[src/rtl/sub_pipe_bk.sv]
// sub_pipe_bk: two-stage pipelined subtractor, diff = a - b - bin.
// Stage 1 registers the generate/propagate terms of a + ~b + ~bin.
// A Brent-Kung prefix tree then resolves the carries, and stage 2 registers diff/bout/ovf.
// A valid/ready handshake is used on both sides. in_ready depends combinationally on out_ready.

module sub_pipe_bk #(
    parameter int WIDTH = 16
) (
    input  logic             clk,
    input  logic             rst,
    input  logic             in_valid,
    output logic             in_ready,
    input  logic [WIDTH-1:0] a,
    input  logic [WIDTH-1:0] b,
    input  logic             bin,
    output logic             out_valid,
    input  logic             out_ready,
    output logic [WIDTH-1:0] diff,
    output logic             bout,
    output logic             ovf
);

    localparam int LEVELS = $clog2(WIDTH);

    logic             s1_valid_q, s1_valid_d;
    logic [WIDTH-1:0] s1_g_q, s1_g_d;
    logic [WIDTH-1:0] s1_p_q, s1_p_d;
    logic             s1_cin_q, s1_cin_d;

    logic             s2_valid_q, s2_valid_d;
    logic [WIDTH-1:0] diff_q, diff_d;
    logic             bout_q, bout_d;
    logic             ovf_q, ovf_d;

    logic             s2_adv;
    logic             s1_adv;

    logic [WIDTH-1:0] gg;
    logic [WIDTH-1:0] pp;
    logic [WIDTH-1:0] carry;
    logic [WIDTH-1:0] sum;
    logic             carry_out;
    logic             ovf_calc;

    // A stage may advance when it is empty or when its successor is advancing.
    always_comb begin
        s2_adv = !s2_valid_q || out_ready;
        s1_adv = !s1_valid_q || s2_adv;
    end

    assign in_ready  = s1_adv;
    assign out_valid = s2_valid_q;
    assign diff      = diff_q;
    assign bout      = bout_q;
    assign ovf       = ovf_q;

    // Stage 1 next state: operands are captured only on an input handshake.
    always_comb begin
        s1_valid_d = s1_valid_q;
        s1_g_d     = s1_g_q;
        s1_p_d     = s1_p_q;
        s1_cin_d   = s1_cin_q;
        if (s1_adv) begin
            s1_valid_d = in_valid;
            if (in_valid) begin
                s1_g_d   = a & ~b;
                s1_p_d   = a ^ ~b;
                s1_cin_d = ~bin;
            end
        end
    end

    // Brent-Kung carry tree. The carry-in is folded into bit 0, so gg[i] becomes the carry into bit i+1.
    always_comb begin
        int half;
        int stride;
        int j;
        gg    = s1_g_q;
        pp    = s1_p_q;
        gg[0] = s1_g_q[0] | (s1_p_q[0] & s1_cin_q);
        // up-sweep: build group terms at positions stride-1 (mod stride)
        for (int l = 0; l < LEVELS; l++) begin
            half   = 1 << l;
            stride = 2 << l;
            for (int i = 0; i < WIDTH; i++) begin
                j = (i >= half) ? (i - half) : 0;
                if ((i % stride) == (stride - 1)) begin
                    gg[i] = gg[i] | (pp[i] & gg[j]);
                    pp[i] = pp[i] & pp[j];
                end
            end
        end
        // down-sweep: fill in the remaining prefixes from the completed ones
        for (int l = LEVELS - 1; l >= 0; l--) begin
            half   = 1 << l;
            stride = 2 << l;
            for (int i = 0; i < WIDTH; i++) begin
                j = (i >= half) ? (i - half) : 0;
                if ((i >= stride) && ((i % stride) == (half - 1))) begin
                    gg[i] = gg[i] | (pp[i] & gg[j]);
                end
            end
        end
    end

    // Sum and flags. The MSB of p is 0 exactly when a and b differ in sign.
    // In that case g[MSB] equals a[MSB], so no separate copy of the sign bit is needed.
    always_comb begin
        carry     = {gg[WIDTH-2:0], s1_cin_q};
        sum       = s1_p_q ^ carry;
        carry_out = gg[WIDTH-1];
        ovf_calc  = !s1_p_q[WIDTH-1] && (sum[WIDTH-1] != s1_g_q[WIDTH-1]);
    end

    // Stage 2 next state: results are held until the downstream side accepts them.
    always_comb begin
        s2_valid_d = s2_valid_q;
        diff_d     = diff_q;
        bout_d     = bout_q;
        ovf_d      = ovf_q;
        if (s2_adv) begin
            s2_valid_d = s1_valid_q;
            if (s1_valid_q) begin
                diff_d = sum;
                bout_d = !carry_out;
                ovf_d  = ovf_calc;
            end
        end
    end

    // Pipeline registers. Reset overrides any handshake in the same cycle.
    always_ff @(posedge clk) begin
        if (rst) begin
            s1_valid_q <= 1'b0;
            s1_g_q     <= '0;
            s1_p_q     <= '0;
            s1_cin_q   <= 1'b0;
            s2_valid_q <= 1'b0;
            diff_q     <= '0;
            bout_q     <= 1'b0;
            ovf_q      <= 1'b0;
        end else begin
            s1_valid_q <= s1_valid_d;
            s1_g_q     <= s1_g_d;
            s1_p_q     <= s1_p_d;
            s1_cin_q   <= s1_cin_d;
            s2_valid_q <= s2_valid_d;
            diff_q     <= diff_d;
            bout_q     <= bout_d;
            ovf_q      <= ovf_d;
        end
    end

endmodule

[config.mk]
export PLATFORM = sky130hd
export DESIGN_NAME = sub_pipe_bk
export DESIGN_NICKNAME = d
export VERILOG_FILES = /design/src/rtl/sub_pipe_bk.sv
export SDC_FILE = /design/constraint.sdc
export NUM_CORES = 1
export LEC_CHECK = 0
export ABC_AREA = 1
export CORE_ASPECT_RATIO = 0.8
export CORE_MARGIN = 1.5
export CORE_UTILIZATION = 35
export DETAILED_ROUTE_END_ITERATION = 8
export PLACE_DENSITY = 0.62
export SETUP_SLACK_MARGIN = 0.1
export SLEW_MARGIN = 20
export SYNTH_ARGS = -nofsm -noshare
export SYNTH_HDL_FRONTEND = slang
export SYNTH_SLANG_ARGS = --single-unit
[constraint.sdc]
create_clock -name clk -period 2 [get_ports clk]
set_input_delay 0.3 -clock clk [delete_from_list [all_inputs] [get_ports clk]]
set_output_delay 0.3 -clock clk [all_outputs]
set_load 0.01 [all_outputs]
==> impl_metrics.csv <==
group,metric,value,unit
power_and_ir_drop,p_int,1650,uW
cells_and_area,synthToLayoutAreaGrowth,35.7,%
detailed_routing,vias,2166,
global_route,grt_pass1_vias,2007,
sta,fin_crit_sh,102,%
detailed_routing,ant_nets,0,
outcome,violations,"negative setup slack",
floorplan,die_x,98.1,microns
synthesis,synth.distinct_cells,25,
sta,relSlewSlack,71.4,%
sta,rsz0062_at_grt,"true",
synthesis,syn_inst,328,
cts,cts_buffer_depth,2,
floorplan,die_height,79.0,microns
synthesis,synth_nets,390,
cells_and_area,final_area,0.00343,sq mm
floorplan,start_util,36.5,%
global_route,grt_pass1_wl,8.97,mm
placed_design,port_buffers,56,
power_and_ir_drop,ir_drop,0.324,mV
global_route,grtUsageTotal,14.4,%
floorplan,core-area,0.00693,sq mm
sta,setup_viol,4,
worst_setup_path,cp_data_arrival_time,2.22,ns
detailed_routing,wl,5.35,mm
sta,clock_skew,0.00323,ns
detailed_routing,dr.pass1.iters,4,
sta,period_minus_slack,2.05,ns
synthesis,yosysWarnings,0,
floorplan,io_pins,57,
detailed_routing,drc_errors,0,
power_and_ir_drop,power_frac_seq,53.1,%
synthesis,synth_flop_cell,"dfxtp_1",
detailed_routing,post_drt_via_cell_ratio,4.57,
worst_setup_path,critPathMaxFanout,4,
placed_design,dp.final_hpwl,3.86,mm
power_and_ir_drop,leakagePower,0.00151,uW
cts,ctsRootBufferMaster,"clkbuf_8",
detailed_routing,avgRoutedWirePerCell,11.3,microns
cells_and_area,drive_above_1_share,13.4,%
detailed_routing,drtIter0Drc,63,
worst_setup_path,cp-end-kind,"register",
power_and_ir_drop,netSwitchingFraction,27.3,%
worst_setup_path,critPathLaunchType,"register",
floorplan,die_area,0.00775,sq mm
floorplan,row_count,27,
outcome,outcome,"finished, violations left",
synthesis,yosysSeqAreaShare,41.9,%
synthesis,synth_edf_count,0,
cells_and_area,fillers,673,
cts,cts.sinks,53,
cts,clk_latency,0.30,ns
worst_setup_path,rr_worst_depth,17,
cells_and_area,final-seq-area,0.00106,sq mm
flow_run,cap_violations,0,
cts,cts.htree.levels,2,
sta,tightest_slew,0.429,ns
power_and_ir_drop,power_density,660,mW/mm^2
worst_setup_path,cp.required,2.18,ns
cells_and_area,diodes,0,
cts,cts_tree,"done",
sta,fmax,489,MHz
cts,cts-hold-fix-buffers,0,
global_route,grt_start_max_net_pins,51,
hold_path,holdCritPathClass,"register to register",
cts,numCtsBuffers,5,
synthesis,synthesis.area,0.00253,sq mm
hold_path,holdPathStages,2,
power_and_ir_drop,power_frac_comb,21.7,%
global_route,antenna_found_initial,0,
cts,clk_pin_slew,0.09,ns
synthesis,async_reset_ff_share,0,%
power_and_ir_drop,p_switching,618,uW
synthesis,ys_seq_elements,53,
placed_design,dpl_cell_area,0.00320,sq mm
cells_and_area,fin_util,49.6,%
global_route,overflow,0,
sta,report.final.hold_viol_count,0,
sta,maxSlewViolCount,0,
power_and_ir_drop,clkPwrFrac,25.2,%
cells_and_area,nNetsFinal,448,
worst_setup_path,path_class,"register to register",
synthesis,synth.avg_cell_area,7.71,sq um
cells_and_area,multi_input_area,0.00141,sq mm
placed_design,place_congestion,0.787,
sta,setup_ws,-0.0455,ns
## sequential cells by signal (all words and copies together) (netlist names)
register    count
bout            1
s1_cin_q        1
diff           16
s1_g_q         16
ovf             1
s1_valid_q      1
s1_p_q         16
out_valid       1
## cell type report
class	instances	area share [%]
multi-input cells	227	41.0
flip-flops and latches	53	31.0
repair buffers	65	18.8
inverters	34	3.79
well taps	87	3.17
clock buffers	8	2.33
## critical path, cell delays in order, from the launching register on
cell and delay [ns]:
dfxtp_2 0.34, ha_4 0.14, or2_4 0.23, ha_4 0.15, inv_2 0.04, nand2_2 0.06
nand2_2 0.06, nand2_2 0.05, nand2_2 0.07, nand2_4 0.06, nand2_2 0.06, nand2_2 0.06
nand2_2 0.07, nand2_4 0.06, ha_4 0.17, nor2_4 0.08, xor2_1 0.14, a21oi_1 0.08
## worst paths after layout
path	from	end	slack [ns]
min reg2reg	s1_g_q[1]	s1_g_q[1]	0.46
max reg2reg	s1_p_q[0]	diff[15]	-0.05
max	s1_p_q[0]	diff[15]	-0.05
min	s1_g_q[1]	s1_g_q[1]	0.46
## what timing repair did
| action | CTS | global route |
|---|---|---|
| buffers inserted | 2 | 0 |
| pin swaps | 17 | 9 |
| resized for setup | 23 | 12 |
| endpoints found under the setup margin | 13 | 13 |
## synthesized netlist by cell type, types with 3 or more instances
library cell  instances  area (sq um)
nand3_1               4          20.0
buf_2                 4          20.0
buf_4                 6          45.0
o21ai_1              36           180
inv_1                30           113
nand2_2               6          37.5
xor2_1                7          61.3
o21ai_0              15          75.1
nand2_1              26          97.6
ha_1                 25           313
nor2_1               79           297
a21oi_1              22           110
dfxtp_1              53          1060
clkbuf_1              3          11.3
## placed cells by master, fill, tap and decap left out
master / n
clkbuf_8: 5
buf_12: 1
dfxtp_1: 51
clkinv_1: 1
nand2_2: 8
nand3_1: 4
buf_4: 7
inv_1: 29
a31o_4: 1
nand2_1: 23
or2_4: 1
nand2_4: 2
o21ai_0: 8
ha_4: 6
a21oi_2: 1
and2_1: 1
o21ai_2: 5
nor2_1: 73
clkdlybuf4s50_1: 56
a31o_1: 1
buf_6: 1
nor2_4: 4
inv_4: 1
inv_2: 3
o21ai_1: 38
ha_2: 1
nand3_2: 1
nor2_2: 2
a21oi_1: 22
clkbuf_1: 3
ha_1: 18
dfxtp_2: 2
xor2_1: 7
## power groups by stage
stage	clock network [uW]	registers [uW]	logic [uW]
detailed placement	0	1220	446
global placement	0	1220	439
finish	571	1200	492
CTS	596	1200	479
global route	624	1220	557
floorplan	0	1220	247
## metal layers
metal / vias up / part of all wire (%) / track usage (%)
met2: 45 / 44 / 23.2
met3: 9 / 5.0 / 3.96
li1: 1171 / - / -
met1: 941 / 50 / 18.6
met4: 0 / 1.5 / 5.43
met5: - / 0 / 0
## through the flow
stage | setup slack [ns] | power [uW] | hold slack (ns) | TNS (ns) | cells
floorplan | 0.0241 | 1470 | 0.369 | 0 | 328
detailed placement | -0.0919 | 1670 | 0.450 | -0.295 | 464
finish | -0.0455 | 2270 | 0.459 | -0.0986 | 474
CTS | -0.0580 | 2280 | 0.463 | -0.239 | 474
global placement | -0.0525 | 1660 | 0.442 | -0.117 | 464
global route | -0.177 | 2400 | 0.476 | -1.01 | 474
## cell families after synthesis
family	after synthesis	share of synthesized area, %
and+or+nand+nor	119	19.2
AOI/OAI and AO/OA	76	15.5
DFF	53	41.9
buffers and inverters	48	8.61
adders and majority gates	25	12.4
xor gates and xnor gates	7	2.42
Power figures use the tool's default switching activity.
==> RTL change 1: new RTL, config.mk and constraints unchanged <==
Set the parameter `WIDTH` to 32 (it was 16).
--- a/src/rtl/sub_pipe_bk.sv
+++ b/src/rtl/sub_pipe_bk.sv
@@ -5,5 +5,5 @@
 
 module sub_pipe_bk #(
-    parameter int WIDTH = 16
+    parameter int WIDTH = 32
 ) (
     input  logic             clk,
Interface: changed (resized a, b and diff); port bits go from 57 to 105. No check against the original RTL was run, so the function may have changed too.
==> RTL change 1 against the original RTL <==
Critical path type unchanged; sequential share of layout area shrank 1.8 points; sequential power is 93% higher; sequential cell count grew 48; power rose by 120%; largest cell class unchanged; wire length rose by 120%; worst setup slack worse by 0.36 ns; non-clock buffer count up 66; design area increased by 100%; the run still ends with negative setup slack left; synthesized area up 93%.
==> RTL change 1: results (changes against the original RTL) <==
status=finished, violations left; htree depth=3 (+1); syn nets=756 (+94%); Synth area leaders=dfxtp_1, ha_1, nor2_1; first-pass GRT wire length=19560 um (+120%); largest net degree at the start of global routing=53 (+3.9%); sequential share of the synthesized area=41.43% (-0.51 points); number of DRC markers in iteration 0=194 (+210%); most frequent cells after synthesis=nor2_1, dfxtp_1, o21ai_0; total CTS buffers=9 (+4); routability cong.=0.7462 (-5.1%); Root Driver=clkbuf_16; fin nets=867 (+94%); slew margin rel.=80.33% (+9.0 points); final setup margin=-0.4039 ns (-0.3584 ns); layout cell share with drive strength beyond 1=15.67% (+2.2 points); drt wl/cell=12.83 um (+14%); sequential share of power=47.2% (-5.9 points); Port Buffers=104 (+86%); post-DR vias/cell=4.725 (+3.4%); failing checks=negative setup slack; # setup viols final=26 (+22); CP arrival=2.62 ns (+0.40 ns); Int Power=3.574 mW (+120%); synth unique cells=28 (+12%); GRT Overall Usage=16.69% (+2.2 points); leak pwr=3.115 nW (+110%)
## RTL change 1: cell count changes after synthesis, moves of 16 or more
cell      change
nor2_1       +82
a21oi_1      +16
ha_1         +24
o21ai_1      -33
o21ai_0      +82
clkbuf_1     +20
inv_1        +31
nand2_1      +16
dfxtp_1      +48
## RTL change 1: final timing paths
| kind | startpoint | endpoint | slack (ns) | cells after the start |
|---|---|---|---|---|
| setup reg to reg | s1_cin_q | diff[23] | -0.40 | 20 |
| setup / recovery | s1_cin_q | diff[23] | -0.40 | 20 |
| hold / removal | s1_g_q[7] | s1_g_q[7] | 0.46 | 2 |
| hold reg to reg | s1_g_q[7] | s1_g_q[7] | 0.46 | 2 |
## RTL change 1: per-layer routing
metal	track usage, %	routed length (um)	up-vias
met2	28.02	5607	96
met5	0	0	-
li1	-	-	2275
met4	4.071	51	0
met1	21.69	5696	2033
met3	4.091	618	4
## RTL change 1: power groups by stage
stage	logic [mW]	clock network [mW]	registers, mW
global placement	0.875	0	2.33
finish	1.01	1.57	2.31
global route	1.13	1.70	2.33
detailed placement	0.893	0	2.33
CTS	0.960	1.60	2.30
floorplan	0.461	0	2.33
## RTL change 1: tightest hold or removal path: stages, from the launching register on
cell and delay (ns):
dfxtp_1 0.30, inv_1 0.06, a21oi_1 0.06
## RTL change 1: cells by family after synthesis
| family | count (synthesis) | share of synthesized area (%) |
|---|---|---|
| simple gates | 232 | 19.97 |
| buf+inv | 93 | 7.357 |
| flops | 101 | 41.43 |
| compound gates | 148 | 16.00 |
| fa+ha+maj | 49 | 12.56 |
| xor+xnor | 15 | 2.692 |
## RTL change 1: cell type report
type                    count  area [um2]
fillers                  1296        6654
multi-input cells         444        2869
flip-flops and latches    101        2023
repair buffers            131        1334
clock buffers              13       250.2
inverters                  62       232.7
well taps                 180       225.2
clock inverters             2       10.01
## RTL change 1: metrics by stage
step	cell area, um2	hold slack (ns)	instances	setup slack [ns]
2_1_floorplan	4970	0.3691	638	-0.2375
3_3_place_gp	6322	0.4439	909	-0.3304
3_5_place_dp	6322	0.4464	909	-0.4320
4_1_cts	6773	0.4557	929	-0.3478
5_1_grt	6944	0.4780	933	-0.5137
6_report	6944	0.4555	933	-0.4039
## RTL change 1: repair_timing
item / in CTS / in global routing
hold endpoints to repair: 0 / 0
endpoints found under the setup margin: 28 / 30
pin swaps: 31 / 25
buffers inserted: 6 / 5
resized for setup: 35 / 32
==> RTL change 2: new RTL, same flow settings <==
Made on the original files. Put one more register stage on the output `ovf`, cleared by the reset. The value now appears one clock later. The other outputs are not delayed to match.
--- a/src/rtl/sub_pipe_bk.sv
+++ b/src/rtl/sub_pipe_bk.sv
@@ -53,5 +53,11 @@
     assign diff      = diff_q;
     assign bout      = bout_q;
-    assign ovf       = ovf_q;
+    always_ff @(posedge clk) begin
+        if (rst) begin
+            ovf <= '0;
+        end else begin
+            ovf <= ovf_q;
+        end
+    end
 
     // Stage 1 next state: operands are captured only on an input handshake.
Formal check against the unedited RTL: not equivalent (Yosys sat finds a counterexample within 4 cycles, from zero or initial values and one cycle with rst high).
==> RTL change 2 against the original RTL <==
The flow still finishes with violations (negative setup slack); design area grew 0.73%; first-iteration DRC count increased by 73%; clock power rose by 26%; synthesized area is 1.3% higher; sequential cell count rose by 1; count of clock-buffer cells in the layout shrank 2; critical path depth unchanged; power is 7.1% higher; worst setup slack worse by 0.032 ns; wire length is 4.2% higher; via count grew 0.92%; combinational power down 1%; critical path type unchanged.
==> RTL change 2: results (changes against the original RTL) <==
r2r endpoint=diff[15]; iteration count of the initial detailed-routing pass=6 (+2); failing checks=negative setup slack; Worst Hold Class=flop to flop; number of DRC markers in iteration 0=109 (+73%); Worst Hold Depth=2 (unchanged); # setup viols final=5 (+1); synth unique cells=25 (unchanged); hold path startpoint=ovf_q; Final Skew=0.01261 ns (+0.009377 ns); sequential share of the synthesized area=42.19% (+0.25 points); most frequent cells after synthesis=nor2_1, dfxtp_1, o21ai_1; syn nets=392 (+0.51%); placed insts=465 (+0.22%); final WL=5577 um (+4.2%); status=finished, violations left; leak pwr=1.510 nW (about the same); Worst Reg-to-Reg Cells=17 (unchanged); GRT Overall Usage=15.05% (+0.60 points); post-DP HPWL=3914 um (+1.3%); worst r2r src=s1_cin_q; Clk Latency, worst-skew pair=0.31 ns; asr flop ratio synth=0% (unchanged); Synth Flop Type=dfxtp_1; clock slew at reported path FFs=0.10 ns; crit path max-delay cell type=dfxtp_2; Synth area leaders=dfxtp_1, ha_1, nor2_1; layout cell share with drive strength beyond 1=13.66% (+0.22 points); placed inst area=3232 um2 (+1.0%); routability cong.=0.8339 (+6.0%); post-DR vias/cell=4.602 (+0.71%); hold endpoint=ovf; fin nets=449 (+0.22%); # DRC=0 (unchanged); syn avg cell area=7.765 um2 (+0.67%); htree depth=2 (unchanged); sw frac=26.42% (-0.86 points); Antenna Cells=0 (unchanged); Peak supply drop=290.5 uV (-10%); largest net degree at the start of global routing=51 (unchanged); final setup margin=-0.07735 ns (-0.03183 ns); CP arrival=2.26 ns (+0.04 ns); delay of the slowest cell on the worst path=0.33 ns; Least-Margin Pin Slew=0.4302 ns (+0.001250 ns); first-pass GRT wire length=9556 um (+6.5%); Vias=2186 (+0.92%); CP top delay family=simple AND/OR/NAND/NOR gates
-- RTL change 2: how the worst max path moves through the flow --
stage / start / end / slack [ns]
after floorplan: s1_cin_q / diff[15] / 0.02
after global placement: s1_cin_q / diff[15] / -0.06
after detailed placement: s1_cin_q / diff[15] / -0.13
after CTS: s1_cin_q / diff[15] / -0.1
after global routing: s1_cin_q / diff[15] / -0.19
final: s1_cin_q / diff[15] / -0.08
-- RTL change 2: layer usage --
metal | wire, um | global-route usage [%] | vias up
li1 | - | - | 1176
met1 | 2854 | 19.75 | 961
met2 | 2391 | 24.72 | 47
met3 | 308 | 3.940 | 2
met4 | 23 | 3.857 | 0
met5 | 0 | 0 | -
-- RTL change 2: power by group through the flow --
stage	clock [mW]	sequential, mW	combinational (mW)
global placement	0	1.24	0.440
detailed placement	0	1.24	0.449
finish	0.719	1.22	0.485
global route	0.784	1.23	0.547
floorplan	0	1.24	0.250
CTS	0.739	1.22	0.475
-- RTL change 2: cell families (layout without fill, tap and decap cells) --
kind of cell / after synthesis / in the layout / synth area share, %
and+or+nand+nor: 120 / 120 / 19.29
buffers and inverters: 49 / 107 / 8.692
adders and majority gates: 25 / 25 / 12.21
DFF: 54 / 54 / 42.19
AOI/OAI and AO/OA: 74 / 74 / 14.89
xor gates and xnor gates: 8 / 8 / 2.734
-- RTL change 2: tightest hold or removal path: stages, from the launching register on --
cell and delay, ns:
dfxtp_1 0.31, inv_1 0.04, nor2_1 0.04
-- RTL change 2: what timing repair did --
action                                 CTS  global route
setup buffers                            2             1
gates resized for setup                 18            10
endpoints found under the hold margin    0             0
cloned                                   0             0
setup endpoints to repair               11            13
pin swaps                               15             8
-- RTL change 2: area by class of cell --
cell class                      count  area, um2
Clock buffer                        6      72.57
Clock inverter                      2      37.54
Fill cell                         692       3535
Inverter                           35      133.9
Multi-Input combinational cell    227       1386
Sequential cell                    54       1082
Tap cell                           87      108.9
Timing Repair Buffer               64      636.9
-- RTL change 2: through the flow --
step / setup slack (ns) / hold slack (ns) / setup TNS (ns)
after global routing: -0.1944 / 0.4601 / -0.9571
after global placement: -0.06017 / 0.4143 / -0.1325
after CTS: -0.09855 / 0.4327 / -0.3081
final: -0.07735 / 0.4301 / -0.2188
after floorplan: 0.02257 / 0.3691 / 0
after detailed placement: -0.1325 / 0.4154 / -0.3541
